File: src/rtl/ov5640_cfg_seq.sv
// OV5640 configuration sequencer: power-up wait, then one SCCB write per ROM entry with NACK retry.
// Latency: first i2c_start POWER_WAIT+2 cycles after reset; 4 cycles from an ACKed i2c_end to the next start.
// Backpressure: one transfer outstanding at a time; the FSM stalls in WAIT_WR/WAIT_RD until i2c_end.
// Optional feature: define OV5640_CFG_VERIFY_EN to read back and compare every write (except 16'h3008).
module ov5640_cfg_seq #(
   parameter logic [7:0]  REG_NUM    = 8'd251,
   parameter logic [14:0] POWER_WAIT = 15'd20000,
   parameter logic [1:0]  MAX_RETRY  = 2'd3
) (
   input  logic        sys_clk,
   input  logic        sys_rst_n,
   input  logic        cfg_restart,
   output logic [7:0]  cfg_idx,
   input  logic [23:0] cfg_word,
   output logic        i2c_start,
   output logic        i2c_wr_rd,
   output logic [15:0] i2c_addr,
   output logic [7:0]  i2c_wdata,
   input  logic        i2c_end,
   input  logic        i2c_ack_err,
   input  logic [7:0]  i2c_rdata,
   output logic        cfg_done,
   output logic        cfg_err
);

   // Software-reset register clears itself, so reading it back is meaningless.
   localparam logic [15:0] SW_RST_ADDR = 16'h3008;

`ifdef OV5640_CFG_VERIFY_EN
   typedef enum logic [3:0] {
      S_WAIT_PWR, S_FETCH, S_LATCH, S_ISSUE, S_WAIT_WR,
      S_ISSUE_RD, S_WAIT_RD, S_NEXT, S_DONE
   } state_t;
`else
   typedef enum logic [2:0] {
      S_WAIT_PWR, S_FETCH, S_LATCH, S_ISSUE, S_WAIT_WR,
      S_NEXT, S_DONE
   } state_t;
`endif

   state_t        r_state;
   state_t        w_next;
   logic [14:0]   r_pwr_cnt;
   logic [7:0]    r_idx;
   logic [1:0]    r_attempt;
   logic [15:0]   r_addr;
   logic [7:0]    r_wdata;
   logic          r_err;

   logic          w_pwr_last;
   logic          w_last_entry;
   logic [2:0]    w_attempt_inc;
   logic          w_retry_ok;
   logic          w_wr_ok;
   logic          w_fail;
   logic          w_restart;

   // Power-wait ends on the POWER_WAIT-th cycle spent in WAIT_PWR (widened so POWER_WAIT=0 is safe).
   assign w_pwr_last    = ({1'b0, r_pwr_cnt} + 16'd1) >= {1'b0, POWER_WAIT};
   assign w_last_entry  = (r_idx == (REG_NUM - 8'd1));
   assign w_attempt_inc = {1'b0, r_attempt} + 3'd1;
   assign w_retry_ok    = (w_attempt_inc < {1'b0, MAX_RETRY});
   assign w_wr_ok       = (r_state == S_WAIT_WR) && i2c_end && !i2c_ack_err;
   assign w_restart     = (r_state == S_DONE) && cfg_restart;

`ifdef OV5640_CFG_VERIFY_EN
   logic w_rd_fail;
   // A read-back counts as failed on NACK or on data that differs from what was written.
   assign w_rd_fail = (r_state == S_WAIT_RD) && i2c_end && (i2c_ack_err || (i2c_rdata != r_wdata));
   assign w_fail    = ((r_state == S_WAIT_WR) && i2c_end && i2c_ack_err) || w_rd_fail;
`else
   logic w_unused_rdata;
   assign w_unused_rdata = ^i2c_rdata;
   assign w_fail         = (r_state == S_WAIT_WR) && i2c_end && i2c_ack_err;
`endif

   // State register.
   always_ff @(posedge sys_clk or negedge sys_rst_n) begin
      if (!sys_rst_n) begin
         r_state <= S_WAIT_PWR;
      end else begin
         r_state <= w_next;
      end
   end

   // Next-state logic: walk the table, retrying failed attempts until MAX_RETRY is used up.
   always_comb begin
      w_next = r_state;
      case (r_state)
         S_WAIT_PWR: if (w_pwr_last) w_next = S_FETCH;
         S_FETCH:    w_next = S_LATCH;
         S_LATCH:    w_next = S_ISSUE;
         S_ISSUE:    w_next = S_WAIT_WR;
         S_WAIT_WR: begin
            if (w_wr_ok) begin
`ifdef OV5640_CFG_VERIFY_EN
               w_next = (r_addr == SW_RST_ADDR) ? S_NEXT : S_ISSUE_RD;
`else
               w_next = S_NEXT;
`endif
            end else if (w_fail) begin
               w_next = w_retry_ok ? S_ISSUE : S_NEXT;
            end
         end
`ifdef OV5640_CFG_VERIFY_EN
         S_ISSUE_RD: w_next = S_WAIT_RD;
         S_WAIT_RD: begin
            if (w_fail) begin
               w_next = w_retry_ok ? S_ISSUE : S_NEXT;
            end else if (i2c_end) begin
               w_next = S_NEXT;
            end
         end
`endif
         S_NEXT:     w_next = w_last_entry ? S_DONE : S_FETCH;
         S_DONE:     if (cfg_restart) w_next = S_FETCH;
         default:    w_next = S_WAIT_PWR;
      endcase
   end

   // Output decode: start is a one-cycle pulse from the ISSUE states; direction is held through the wait.
   always_comb begin
      i2c_start = 1'b0;
      i2c_wr_rd = 1'b0;
      cfg_done  = 1'b0;
      case (r_state)
         S_ISSUE:    i2c_start = 1'b1;
`ifdef OV5640_CFG_VERIFY_EN
         S_ISSUE_RD: begin
            i2c_start = 1'b1;
            i2c_wr_rd = 1'b1;
         end
         S_WAIT_RD:  i2c_wr_rd = 1'b1;
`endif
         S_DONE:     cfg_done = 1'b1;
         default:    ;
      endcase
   end

   // Power-up counter; only meaningful in WAIT_PWR, which is re-entered only through reset.
   always_ff @(posedge sys_clk or negedge sys_rst_n) begin
      if (!sys_rst_n) begin
         r_pwr_cnt <= 15'd0;
      end else if (r_state == S_WAIT_PWR) begin
         r_pwr_cnt <= r_pwr_cnt + 15'd1;
      end
   end

   // Table index, attempt counter and sticky error.
   always_ff @(posedge sys_clk or negedge sys_rst_n) begin
      if (!sys_rst_n) begin
         r_idx     <= 8'd0;
         r_attempt <= 2'd0;
         r_err     <= 1'b0;
      end else if (w_restart) begin
         r_idx     <= 8'd0;
         r_attempt <= 2'd0;
         r_err     <= 1'b0;
      end else if (r_state == S_NEXT) begin
         r_attempt <= 2'd0;
         if (!w_last_entry) r_idx <= r_idx + 8'd1;
      end else if (w_fail) begin
         r_attempt <= w_attempt_inc[1:0];
         if (!w_retry_ok) r_err <= 1'b1;
      end
   end

   // Capture the ROM word once it has settled; held unchanged until the entry is finished.
   always_ff @(posedge sys_clk or negedge sys_rst_n) begin
      if (!sys_rst_n) begin
         r_addr  <= 16'd0;
         r_wdata <= 8'd0;
      end else if (r_state == S_LATCH) begin
         r_addr  <= cfg_word[23:8];
         r_wdata <= cfg_word[7:0];
      end
   end

   assign cfg_idx   = r_idx;
   assign i2c_addr  = r_addr;
   assign i2c_wdata = r_wdata;
   assign cfg_err   = r_err;

endmodule

File: config.mk
export PLATFORM = sky130hd
export DESIGN_NAME = ov5640_cfg_seq
export DESIGN_NICKNAME = d
export VERILOG_FILES = /design/src/rtl/ov5640_cfg_seq.sv
export SDC_FILE = /design/constraint.sdc
export NUM_CORES = 1
export LEC_CHECK = 0
export ABC_AREA = 1
export ABC_CLOCK_PERIOD_IN_PS = 3300
export CORE_ASPECT_RATIO = 0.75
export CORE_UTILIZATION = 55
export DETAILED_ROUTE_END_ITERATION = 6
export DONT_BUFFER_PORTS = 1
export PLACE_DENSITY = 0.79
export SYNTH_ARGS = -nofsm -noshare
export SYNTH_HDL_FRONTEND = slang
export SYNTH_SLANG_ARGS = --single-unit
export TNS_END_PERCENT = 1
File: constraint.sdc
create_clock -name sys_clk -period 3.3 [get_ports sys_clk]
set_input_delay 0.66 -clock sys_clk [delete_from_list [all_inputs] [get_ports sys_clk]]
set_output_delay 0.66 -clock sys_clk [all_outputs]
set_load 0.05 [all_outputs]
=== Word-level counts from Yosys, hierarchy flattened ===
Index checks and enable logic that the tools add are counted.

* $lt $le $gt $ge: 2
* Reduce and logical (&&, ||, !) cells: 12
* Multiplexer cells: 19
* Add/subtract/negate cells: 4
* Eq/ne operators: 13

{| class="wikitable"
|+ Operator list
! cell !! number
|-
| $mux W8 || 3
|-
| $pmux W3 S7 || 1
|-
| $mux W3 || 6
|-
| $add A15 B1 Y16 const B || 1
|-
| $ge A16 B15 Y1 const B || 1
|-
| $add A15 B1 Y15 const B || 1
|-
| $eq A3 B3 Y1 const B || 3
|-
| $add A8 B1 Y8 const B || 1
|-
| $eq A8 B8 Y1 const B || 1
|-
| $eq A3 B2 Y1 const B || 2
|-
| $mux W1 || 6
|-
| $mux W2 || 3
|-
| $ne A2 B2 Y1 const B || 3
|-
| $reduce_and A3 Y1 || 2
|-
| $logic_and A1 B1 Y1 || 4
|-
| $ne A2 B1 Y1 const B || 2
|-
| $reduce_bool A2 Y1 || 2
|-
| $add A2 B1 Y3 const B || 1
|-
| $eq A3 B1 Y1 const B || 1
|-
| $logic_not A3 Y1 || 1
|-
| $lt A3 B2 Y1 const B || 1
|-
| $ne A3 B3 Y1 const B || 1
|-
| $reduce_bool A3 Y1 || 1
|-
| $reduce_and A2 Y1 || 1
|-
| $logic_not A1 Y1 || 1
|}

* Logic and storage cells: 57
* Input bits: 37
* Register bits after elaboration: 53
* Output and inout bits: 36

=== Longest topological paths before layout ===
Gate-level depths: netlist of run 1.

* Word-level depth: 6
* Mapped depth: 13
* Gate-level depth less buffers: 13

=== Worst setup path after synthesis of run 1 ===
No wires, ideal clock.

* Path kind: register to register
* Start point: register r_state[2]
* End point: register r_idx[7] (netlist: cfg_idx[7])
* Arrival time: 1.951 ns
* Period minus slack after synthesis: 2.069 ns
* Buffers on the path: 0
* Setup slack: 1.231 ns
* Cell stages (with the launch flop): 10
* Required time: 3.181 ns
* Library setup time: 0.119 ns
* Cells stage by stage: dfrtp_1 > inv_2 > nor3_2 > nand2_2 > nand2_4 > nand4_2 > nor2_2 > nand2_1 > nand2_1 > nor2_1

* Cells in the longest elaborated chain, start to end: 4
* Elaborated cells on any way between the ends: 7
* Classes of those cells: 3 x eq/ne; 1 x mux; 3 x reduce/logical

{| class="wikitable"
|+ RTL lines
! what !! RTL line !! RTL
|-
| start: declaration || 41 || <nowiki>state_t r_state;</nowiki>
|-
| start signal: assignment || 82 || <nowiki>r_state <= w_next;</nowiki>
|-
| $eq A3 B3 Y1 || 64 || <nowiki>assign w_restart = (r_state == S_DONE) && cfg_restart;</nowiki>
|-
| $logic_and A1 B1 Y1 || 64 ||
|-
| $ne A2 B1 Y1 (no line) or $reduce_bool A2 Y1 (tied branches) || n/a ||
|-
| $reduce_and A2 Y1 (no line) || n/a ||
|-
| end signal: assignment || 161 || <nowiki>if (!w_last_entry) r_idx <= r_idx + 8'd1;</nowiki>
|-
| end: declaration || 44 || <nowiki>logic [7:0] r_idx;</nowiki>
|}

Several ways; a longest one is shown, not always the timed one.
A chain may end at the register's enable or synchronous reset.

=== Worst setup path in the final report of run 1 ===
* Start point: register r_state[1]
* End point: output port i2c_start

* Cells in the longest elaborated chain, start to end: 2

{| class="wikitable"
|+ RTL lines
! what !! RTL line !! RTL
|-
| $eq A3 B2 Y1 || 126 || <nowiki>case (r_state)</nowiki>
|-
| $mux W1 || 126 ||
|-
| end: declaration || 15 || <nowiki>output logic i2c_start,</nowiki>
|}

No other way between the ends.

==> impl_results.md, run 1 <==
- Slew HR: 0.3275
- Dpl cells: 361
- Register area share after synthesis: 0.4762
- Clock-pin transition on the worst setup and hold timing paths: 0.10 ns
- Yosys reg bits: 53
- Die Wd: 84.17 um
- Max-slew violations: 0
- Post-DRT Antenna Nets: 0
- CP cell instances: nand2_1 -> nor2_1
- Netlist Area Pre-Place: 2785 um2
- TritonCTS buffer count: 5
- Num rows: 22
- Die ar.: 5356 um2
- Top-count cell post-synth: nand2_1
- Resized Gates After CTS: 0
- P_sw: 1.555 mW
- Post-DP HPWL: 3879 um
- First-pass GRT wire length: 9059 um
- Fin nets: 350
- Via count: 2047
- Combinational share of power: 0.263
- Maximum vdd drop: 0.6532 mV
- Sequential share of power: 0.586
- Async S/R FF share, synth: 1.000
- N_diodes: 0
- Internal power: 1.472 mW
- Max Cap Viol: 0
- Crit Path Max Fanout: 4
- Ports: 73
- Most common library cells after synthesis: nand2_1, dfrtp_1, inv_1
- Gr usage total: 0.2143
- Initial Util: 0.5716
- Post-synth top area cell: dfrtp_1
- Ratio of cells with drive above 1 in the final layout: 0.2104
- DRT Pass-1 Iters: 6
- Synth cell types: 41
- Ranking of synthesized cells by area: dfrtp_1, mux2_2, nand2_1
- Fin cells: 369
- Critical path startpoint category: flip-flop
- TritonCTS Sinks: 53
- Area delta synth->final: 6.739%
- FMAX: 0.4409 GHz
- P per Cell Area: 1018 nW/um2
- Primary FF master, synth: dfrtp_1
- Final wirelength: 5281 um
- Max Root-Sink Buffers: 2
- RSZ-0062 raised after global routing: no
- Setup TNS: 0 ns
- Final setup viols: 0
- Yosys top cell area share: 0.4762
- Crit Path Class: reg2out
- Setup Buffers After CTS: 0
- Final min period: 2.268 ns
- Vias per inst: 5.547
- Clock share of power: 0.151
- Gr ovfl total: 0
- Mapped Cells: 303
- Core ar.: 4872 um2
- Outcome: finished, violations left
- CP endpoint kind: primary output
- Period utilisation layout: 0.6872
- Worst Path Required: 2.64 ns
- CTS Root Cell: clkbuf_8
- Die H: 63.63 um
- Failing checks: DRC
- Layout Utilization: 0.6102
- Htree depth: 2
- Hold crit path type: in2async
- Slew @ Worst Pin: 1.005 ns
- TritonCTS clock tree: done
- Sw Ratio: 0.5137
- Final hold viol count: 0
- Final Wtd Congestion: 0.8410
- FILL cells: 404
- Fin Clk Skew: 0.009606 ns
- Worst-Skew Late Latency: 0.31 ns
- Pin count of the biggest net entering global routing: 54
- DRT iter0 DRCs: 72
- CP Data Arrival Time: 1.61 ns
- Synth Warn #: 0
- Post-synth EDFFs: 0
- R2R depth: 12
- Syn_nets: 345
- Vias in the first global route: 2129
- Port bufs: 0
- Initial antenna violation count: 0
- Post-synthesis area per instance: 9.192 um2
- Remaining DRCs: 4
- Drt wl/cell: 14.31 um
- Pleak: 1.332 nW
- Post-CTS Hold Buffers: 0
- Slowest cell delay on critical path: 0.77 ns
- CP max-delay cell: nor2_1
-- worst max-delay path: cells and delay by family (launching register included) --
| family | cells | cell delay, ns |
|---|---|---|
| and+or+nand+nor | 2 | 0.87 |
| DFF | 1 | 0.43 |
-- kinds of logic after synthesis --
group                      share of synthesized area
and+or+nand+nor                               0.2606
DFF                                           0.4762
buffers and inverters                        0.06020
AOI/OAI and AO/OA                            0.06963
muxes                                        0.09704
adders and majority gates                    0.02246
xor gates and xnor gates                     0.01258
other                                       0.001346
-- per-stage QoR --
| step | total power [mW] | area, um2 | worst slack [ns] | hold slack [ns] |
|---|---|---|---|---|
| detailed placement | 2.578 | 2856 | 1.277 | 0.3649 |
| CTS | 3.034 | 2973 | 1.046 | 0.02492 |
| floorplan | 2.399 | 2785 | 1.231 | 0.3644 |
| global placement | 2.535 | 2856 | 1.315 | 0.3651 |
| finish | 3.028 | 2973 | 1.032 | 0.02911 |
| global route | 3.179 | 2973 | 0.9912 | 0.01530 |
-- power groups by stage --
stage / Sequential (mW) / Clock (mW) / Combinational, mW
3_5_place_dp: 1.78 / 0 / 0.796
6_report: 1.77 / 0.457 / 0.798
5_1_grt: 1.81 / 0.485 / 0.885
4_1_cts: 1.77 / 0.462 / 0.799
3_3_place_gp: 1.78 / 0 / 0.758
2_1_floorplan: 1.73 / 0 / 0.668
-- registers in the layout, indices dropped and copies added (netlist names) --
name	count
cfg_err	1
cfg_idx	8
i2c_addr	16
i2c_wdata	8
r_attempt	2
r_pwr_cnt	15
r_state	3
-- worst paths after layout --
path | startpoint | end | slack [ns]
min in group sys_clk | cfg_word[16] | i2c_addr[8] | 0.49
max in group asynchronous | sys_rst_n | r_state[0] | 3.16
worst max register to register | cfg_idx[0] | cfg_idx[7] | 1.22
worst max-delay path | r_state[1] | i2c_start | 1.03
worst min-delay path | sys_rst_n | cfg_idx[0] | 0.03
worst min register to register | r_pwr_cnt[4] | r_pwr_cnt[4] | 0.52
-- metal layers --
metal  share of wire  up-vias  global-route usage
met5               0        -                   0
met4          0.0072        0             0.06466
met3           0.058        7             0.04980
met2            0.46       64              0.3504
met1            0.48      980              0.2862
li1                -      996                   -
-- cells in the final DEF, fill, tap and decap left out, types with 3 or more instances in the layout --
master / count
inv_1: 32
ha_1: 5
nor2_4: 5
dfrtp_1: 53
a21oi_1: 6
nor2_1: 19
nand4_1: 8
o21ai_0: 13
inv_2: 4
mux2_2: 24
nand3_1: 21
clkbuf_8: 5
xnor2_1: 3
nand2_1: 70
buf_4: 3
nor2_2: 7
-- area by class of cell --
cell class | instances | area, um2 | area share
inverter | 37 | 141.4 | 0.04756
multi-input combinational | 208 | 1291 | 0.4343
sequential | 53 | 1326 | 0.4461
clock buffer | 5 | 68.82 | 0.02315
tap | 60 | 75.07 | 0.02525
clock inverter | 3 | 47.55 | 0.01599
timing repair buffer | 3 | 22.52 | 0.007576
(Power assumes the default switching activity.)
==> inputs of run 2 (changes only) <==
--- a/config.mk
+++ b/config.mk
@@ -6,7 +6,7 @@
 export NUM_CORES = 1
 export LEC_CHECK = 0
 export ABC_AREA = 1
-export ABC_CLOCK_PERIOD_IN_PS = 3300
+export ABC_CLOCK_PERIOD_IN_PS = 2300
 export CORE_ASPECT_RATIO = 0.75
 export CORE_UTILIZATION = 55
 export DETAILED_ROUTE_END_ITERATION = 6
==> constraint.sdc (replaced) <==
create_clock -name sys_clk -period 2.3 [get_ports sys_clk]
set_input_delay 0.46 -clock sys_clk [delete_from_list [all_inputs] [get_ports sys_clk]]
set_output_delay 0.46 -clock sys_clk [all_outputs]
set_load 0.05 [all_outputs]
==> run 2 against run 1 <==
Compared with the run above:
- the run still ends with DRC left
- setup slack got worse by 0.58 ns
- global-route usage fell by 0.12 points
- critical endpoint is now cfg_done
- final cell count rose by 3.0%
- worst hold slack improved by 0.26 ns
- largest cell class unchanged
- sequential power rose by 32%
- wire length rose by 0.74%
- register-to-register slack got worse by 0.75 ns
- utilization rose by 1.8 points
==> impl_results.md, run 2 (synthesized netlist as in run 1, its figures left out) <==
- Drt wl/cell: 14.00 um (-2.2%)
- Area post-placement: 2924 um2 (+2.4%)
- Die H: 63.63 um (unchanged)
- CP endpoint kind: primary output
- DRT iter0 DRCs: 148 (+110%)
- Gr usage total: 0.2131 (-0.001217)
- CP Data Arrival Time: 1.39 ns (-0.22 ns)
- Final Wtd Congestion: 0.8481 (+0.84%)
- TritonCTS Sinks: 53 (unchanged)
- Most frequent cells in the layout: nand2_1, dfrtp_1, inv_1
- Outcome: finished, violations left
- TritonCTS clock tree: done
- Reg2reg end: r_state[2]
- Vias per inst: 5.400 (-2.7%)
- Vias in the first global route: 2064 (-3.1%)
- Pin count of the biggest net entering global routing: 54 (unchanged)
- Dpl cells: 370 (+2.5%)
- N_diodes: 0 (unchanged)
- Post-DRT Antenna Nets: 0 (unchanged)
- Die ar.: 5356 um2 (unchanged)
- Sequential Area: 1326 um2 (unchanged)
- DRT Pass-1 Iters: 6 (unchanged)
- Period utilisation layout: 0.8026
- Reg2Reg Setup Slack: 0.47 ns (-0.75 ns)
- Worst-Skew Late Latency: 0.31 ns (about the same)
- Final min period: 1.846 ns
- First-pass GRT wire length: 9101 um (+0.46%)
- P per Cell Area: 1424 nW/um2 (+40%)
- FILL cells: 403 (-0.25%)
- Worst setup margin: 0.4540 ns (-0.5781 ns)
- Initial antenna violation count: 0 (unchanged)
- Setup TNS: 0 ns (unchanged)
- Clock-pin transition on the worst setup and hold timing paths: 0.10 ns (about the same)
- CP max-delay cell: dfrtp_1
- Hold Path Depth: 1
- CTS Root Cell: clkbuf_8
- Layout Utilization: 0.6279 (+0.01772)
- Crit Path Class: reg2out
- Area taken by multi-input logic gates: 1291 um2 (unchanged)
- Initial Util: 0.5716 (unchanged)
- Ratio of cells with drive above 1 in the final layout: 0.2344 (+0.02402)
- Core ar.: 4872 um2 (unchanged)
- TritonCTS buffer count: 5 (unchanged)
- Hold Path Sink: i2c_addr[6]
- Worst slack, placed: 0.5192 ns (-0.7576 ns)
- CP cell instances: inv_2 -> nor3_2 -> buf_4
- Slowest cell delay on critical path: 0.42 ns (-0.35 ns)
- Top cell family by delay on the critical path: flip-flops
- Max Root-Sink Buffers: 2 (unchanged)
- Fin Clk Skew: 0.008890 ns (-0.0007166 ns)
- Design Area, Final: 3059 um2 (+2.9%)
- Remaining DRCs: 4 (unchanged)
- Max Cap Viol: 0 (unchanged)
- Number of flip-flops in the largest register: 16 (unchanged)
- Setup Buffers After CTS: 0 (unchanged)
- Max-slew violations: 0 (unchanged)
- Ports: 73 (unchanged)
- Via count: 2052 (+0.24%)
- Fin nets: 361 (+3.1%)
- Hold path start: cfg_word[14]
- Port bufs: 0 (unchanged)
- R2R depth: 10 (-2)
- Pleak: 1.386 nW (+4.0%)
- Failing checks: DRC
- Crit Path Max Fanout: 5 (+1)
- Fin cells: 380 (+3.0%)
- Num rows: 22 (unchanged)
- Post-DP HPWL: 4005 um (+3.2%)
- Critical path startpoint category: flip-flop
- Post-CTS Hold Buffers: 2 (+2)
- Commonest non-fill, non-tap cell in the layout: nand2_1
- WP buf/inv: 2 (+2)
- Die Wd: 84.17 um (unchanged)
- Resized Gates After CTS: 0 (unchanged)
- Gr ovfl total: 0 (unchanged)
- Final setup viols: 0 (unchanged)
- Htree depth: 2 (unchanged)
- RSZ-0062 raised after global routing: no
- FMAX: 0.5417 GHz
- Final hold viol count: 0 (unchanged)
- R2r startpoint: r_pwr_cnt[0]
- Area delta synth->final: 9.838%
- Final wirelength: 5320 um (+0.74%)
- Hold crit path type: in2reg
- Maximum vdd drop: 0.9522 mV (+46%)
- Worst Path Required: 1.84 ns (-0.80 ns)
[run 2: layer usage]
metal	up-vias	track usage	part of all wire
met4	0	0.04526	0.0038
met5	-	0	0
met2	59	0.3586	0.48
met3	4	0.05374	0.058
met1	966	0.2808	0.46
li1	1023	-	-
[run 2: layout make-up]
class / instances / area share
flip-flops and latches: 53 / 0.4335
clock buffers: 5 / 0.02249
inverters: 37 / 0.04622
repair buffers: 14 / 0.04172
well taps: 60 / 0.02454
clock inverters: 3 / 0.009407
multi-input cells: 208 / 0.4221
[run 2: through the flow]
stage / power (mW) / hold slack [ns]
2_1_floorplan: 3.442 / 0.1644
4_1_cts: 4.375 / 0.2871
5_1_grt: 4.586 / 0.2774
3_3_place_gp: 3.722 / 0.1651
6_report: 4.355 / 0.2894
3_5_place_dp: 3.794 / 0.1650
[run 2: power breakdown]
group / switching, mW / internal (mW) / leakage, nW
Sequential: 1.07 / 1.28 / 0.657
Combinational: 0.870 / 0.578 / 0.678
Clock: 0.334 / 0.228 / 0.0506
[run 2: worst max-delay path by stage]
| stage | end | from | cells after the start | slack (ns) |
|---|---|---|---|---|
| after floorplan | cfg_idx[7] | r_state[2] | 9 | 0.23 |
| final | cfg_done | r_state[2] | 3 | 0.45 |
| after global placement | r_state[2] | r_pwr_cnt[0] | 10 | 0.57 |
| after CTS | cfg_done | r_state[2] | 3 | 0.47 |
| after global routing | r_state[2] | r_pwr_cnt[0] | 10 | 0.28 |
| after detailed placement | r_state[2] | r_pwr_cnt[0] | 10 | 0.52 |
[run 2: worst reg2reg max path, stage by stage (launching register included)]
cell and delay [ns]:
dfrtp_1 0.42, ha_1 0.21, inv_1 0.08, nor2_4 0.20, nand4_1 0.11, nand2_1 0.10, nand2_1 0.08, a21oi_1 0.22
nand2_1 0.10, nor2_2 0.13, o21ai_2 0.06
==> inputs of run 3 (changes only) <==
--- a/config.mk
+++ b/config.mk
@@ -6,12 +6,12 @@
 export NUM_CORES = 1
 export LEC_CHECK = 0
 export ABC_AREA = 1
-export ABC_CLOCK_PERIOD_IN_PS = 2300
+export ABC_CLOCK_PERIOD_IN_PS = 1600
 export CORE_ASPECT_RATIO = 0.75
 export CORE_UTILIZATION = 55
 export DETAILED_ROUTE_END_ITERATION = 6
 export DONT_BUFFER_PORTS = 1
-export PLACE_DENSITY = 0.79
+export PLACE_DENSITY = 0.82
 export SYNTH_ARGS = -nofsm -noshare
 export SYNTH_HDL_FRONTEND = slang
 export SYNTH_SLANG_ARGS = --single-unit
==> constraint.sdc (replaced) <==
create_clock -name sys_clk -period 1.6 [get_ports sys_clk]
set_input_delay 0.32 -clock sys_clk [delete_from_list [all_inputs] [get_ports sys_clk]]
set_output_delay 0.32 -clock sys_clk [all_outputs]
set_load 0.05 [all_outputs]
==> run 3 against run 2 <==
Compared with the run above:
- non-clock buffer count grew 17
- combinational power grew 80%
- the flow finishes with violations (DRC, setup timing)
- register-to-register slack lost 0.62 ns
- design area grew 9.8%
- die area is the same
- sequential share of layout area shrank 3.7 points
- highest routed layer unchanged
==> impl_results.md, run 3 (synthesized netlist as in run 1, its figures left out) <==
- Post-DRT Antenna Nets: 0 (unchanged)
- Failing checks: DRC, setup timing
- Slowest cell delay on critical path: 0.42 ns (about the same)
- Fin Clk Skew: 0.006830 ns (-0.002060 ns)
- Slew @ Worst Pin: 0.5071 ns
- WP buf/inv: 2 (unchanged)
- Initial Util: 0.5716 (unchanged)
- TritonCTS Sinks: 53 (unchanged)
- Max Root-Sink Buffers: 2 (unchanged)
- Maximum vdd drop: 1.591 mV (+67%)
- Area delta synth->final: 20.58%
- Fin nets: 379 (+5.0%)
- Fin cells: 398 (+4.7%)
- Final Wtd Congestion: 0.8523 (+0.50%)
- P_sw: 3.510 mW (+55%)
- TritonCTS clock tree: done
- Worst setup margin: -0.1463 ns (-0.6003 ns)
- Initial antenna violation count: 0 (unchanged)
- First-pass GRT wire length: 9466 um (+4.0%)
- Drt wl/cell: 14.70 um (+5.0%)
- Htree depth: 2 (unchanged)
- Sw Ratio: 0.5141 (-0.007219)
- Commonest non-fill, non-tap cell in the layout: nand2_1
- Die Wd: 84.17 um (unchanged)
- Area taken by multi-input logic gates: 1399 um2 (+8.3%)
- Max Cap Viol: 0 (unchanged)
- Via count: 2202 (+7.3%)
- Worst slack, placed: -0.08168 ns (-0.6008 ns)
- Vias per inst: 5.533 (+2.5%)
- Core ar.: 4872 um2 (unchanged)
- Ratio of cells with drive above 1 in the final layout: 0.3521 (+0.1177)
- Num rows: 22 (unchanged)
- Clock share of power: 0.120 (-0.009)
- Final Power: 6.826 mW (+57%)
- Worst-Skew Late Latency: 0.32 ns (about the same)
- Gr ovfl total: 0 (unchanged)
- DRT iter0 DRCs: 102 (-31%)
- TritonCTS buffer count: 5 (unchanged)
- Sequential share of power: 0.498 (-0.040)
- Port bufs: 0 (unchanged)
- FILL cells: 343 (-15%)
- CP max-delay cell: dfrtp_1
- Sequential Area: 1333 um2 (+0.47%)
- Critical path startpoint category: flip-flop
- Worst Path Required: 1.81 ns (-0.03 ns)
- DRT Pass-1 Iters: 6 (unchanged)
- FMAX: 0.5727 GHz
- Crit Path Class: reg2reg
- N_diodes: 0 (unchanged)
- Final min period: 1.746 ns
- CTS Root Cell: clkbuf_8
- Post-DP HPWL: 4061 um (+1.4%)
- Gr usage total: 0.2258 (+0.01273)
- Internal power: 3.316 mW (+59%)
- Remaining DRCs: 3 (-1)
- Layout Utilization: 0.6893 (+0.06138)
- Max-slew violations: 0 (unchanged)
- Combinational share of power: 0.382 (+0.049)
- Ports: 73 (unchanged)
- Outcome: finished, violations left
- Die H: 63.63 um (unchanged)
- Vias in the first global route: 2110 (+2.2%)
- Period utilisation layout: 1.091
- Pin count of the biggest net entering global routing: 54 (unchanged)
- Hold crit path type: in2reg
- Clock-pin transition on the worst setup and hold timing paths: 0.10 ns (about the same)
- Crit Path Max Fanout: 5 (unchanged)
- Final wirelength: 5849 um (+9.9%)
- Pleak: 1.496 nW (+7.9%)
- CP cell instances: buf_6 -> nand2_4 -> nor2_4 -> buf_6 -> nand3_2 -> nand2_1 -> nand2_1 -> nor2_2 -> nor2_2 -> nand3_1 -> nand3_1 -> nand3_1 -> nand2_1
- Final setup viols: 5 (+5)
- Slew HR: 0.6619
- CP endpoint kind: flip-flop
- Die ar.: 5356 um2 (unchanged)
- Top cell family by delay on the critical path: simple AND/OR/NAND/NOR gates
- P per Cell Area: 2033 nW/um2 (+43%)
- RSZ-0062 raised after global routing: yes
- Final hold viol count: 0 (unchanged)
- Dpl cells: 379 (+2.4%)
- Most frequent cells in the layout: nand2_1, dfrtp_1, inv_1
- Number of flip-flops in the largest register: 16 (unchanged)
- CP Data Arrival Time: 1.96 ns (+0.57 ns)
==> run 3: changes by cell type in the layout (fill, tap and decap cells not counted), moves of 3 or more <==
cell,before,now
nor2_4,5,9
nand3_2,1,4
nand2_1,70,64
nand2_2,2,7
nor2_2,7,10
buf_4,12,21
buf_6,0,5
dfrtp_2,0,5
nor2_1,19,12
nand3_1,21,17
dfrtp_1,53,48
==> run 3: repair_timing <==
| item | in CTS | in global routing |
|---|---|---|
| setup buffers | 3 | 5 |
| resized for setup | 11 | 31 |
| hold buffers | 2 | 0 |
| endpoints found under the setup margin | 7 | 20 |
| hold endpoints to repair | 53 | 0 |
| pin swaps | 7 | 16 |
| gates cloned | 0 | 1 |
==> run 3: final timing paths <==
check | startpoint | to | slack (ns) | cells after the start
setup / recovery | r_pwr_cnt[1] | r_state[1] | -0.15 | 13
hold / removal | cfg_word[2] | i2c_wdata[2] | 0.15 | 1
setup reg to reg | r_pwr_cnt[1] | r_state[1] | -0.15 | 13
hold reg to reg | r_attempt[0] | r_attempt[0] | 0.55 | 1
max in group asynchronous | sys_rst_n | r_pwr_cnt[2] | 0.84 | 2
min in group asynchronous | sys_rst_n | r_attempt[0] | 0.51 | 2
==> run 3: layout make-up <==
| class | count | area share |
|---|---|---|
| tap | 60 | 0.02235 |
| inverter | 37 | 0.04322 |
| timing repair buffer | 31 | 0.08979 |
| sequential | 53 | 0.3968 |
| timing repair inverter | 1 | 0.002235 |
| clock inverter | 3 | 0.008569 |
| multi-input combinational | 208 | 0.4165 |
| clock buffer | 5 | 0.02049 |
==> run 3: per-stage QoR <==
| stage | area (um2) | TNS (ns) | hold slack [ns] |
|---|---|---|---|
| 2_1_floorplan | 2793 | -0.5205 | 0.02441 |
| 3_3_place_gp | 3012 | -0.05089 | 0.02507 |
| 3_5_place_dp | 3012 | -0.2022 | 0.02494 |
| 4_1_cts | 3209 | -0.2451 | 0.1360 |
| 5_1_grt | 3358 | -1.127 | 0.1305 |
| 6_report | 3358 | -0.4377 | 0.1471 |
==> run 3: power by group through the flow <==
stage | Sequential (mW) | Combinational (mW) | Clock [mW]
finish | 3.40 | 2.61 | 0.816
floorplan | 3.58 | 1.39 | 0
global route | 3.46 | 2.81 | 0.889
CTS | 3.35 | 2.32 | 0.846
detailed placement | 3.37 | 2.23 | 0
global placement | 3.35 | 2.14 | 0
==> run 3: per-layer routing <==
metal / vias up / global-route usage / wire (um)
met3: 10 / 0.06029 / 373
met5: - / 0 / 0
met2: 76 / 0.3750 / 2859
met4: 0 / 0.06034 / 72
li1: 1065 / - / -
met1: 1051 / 0.2944 / 2544
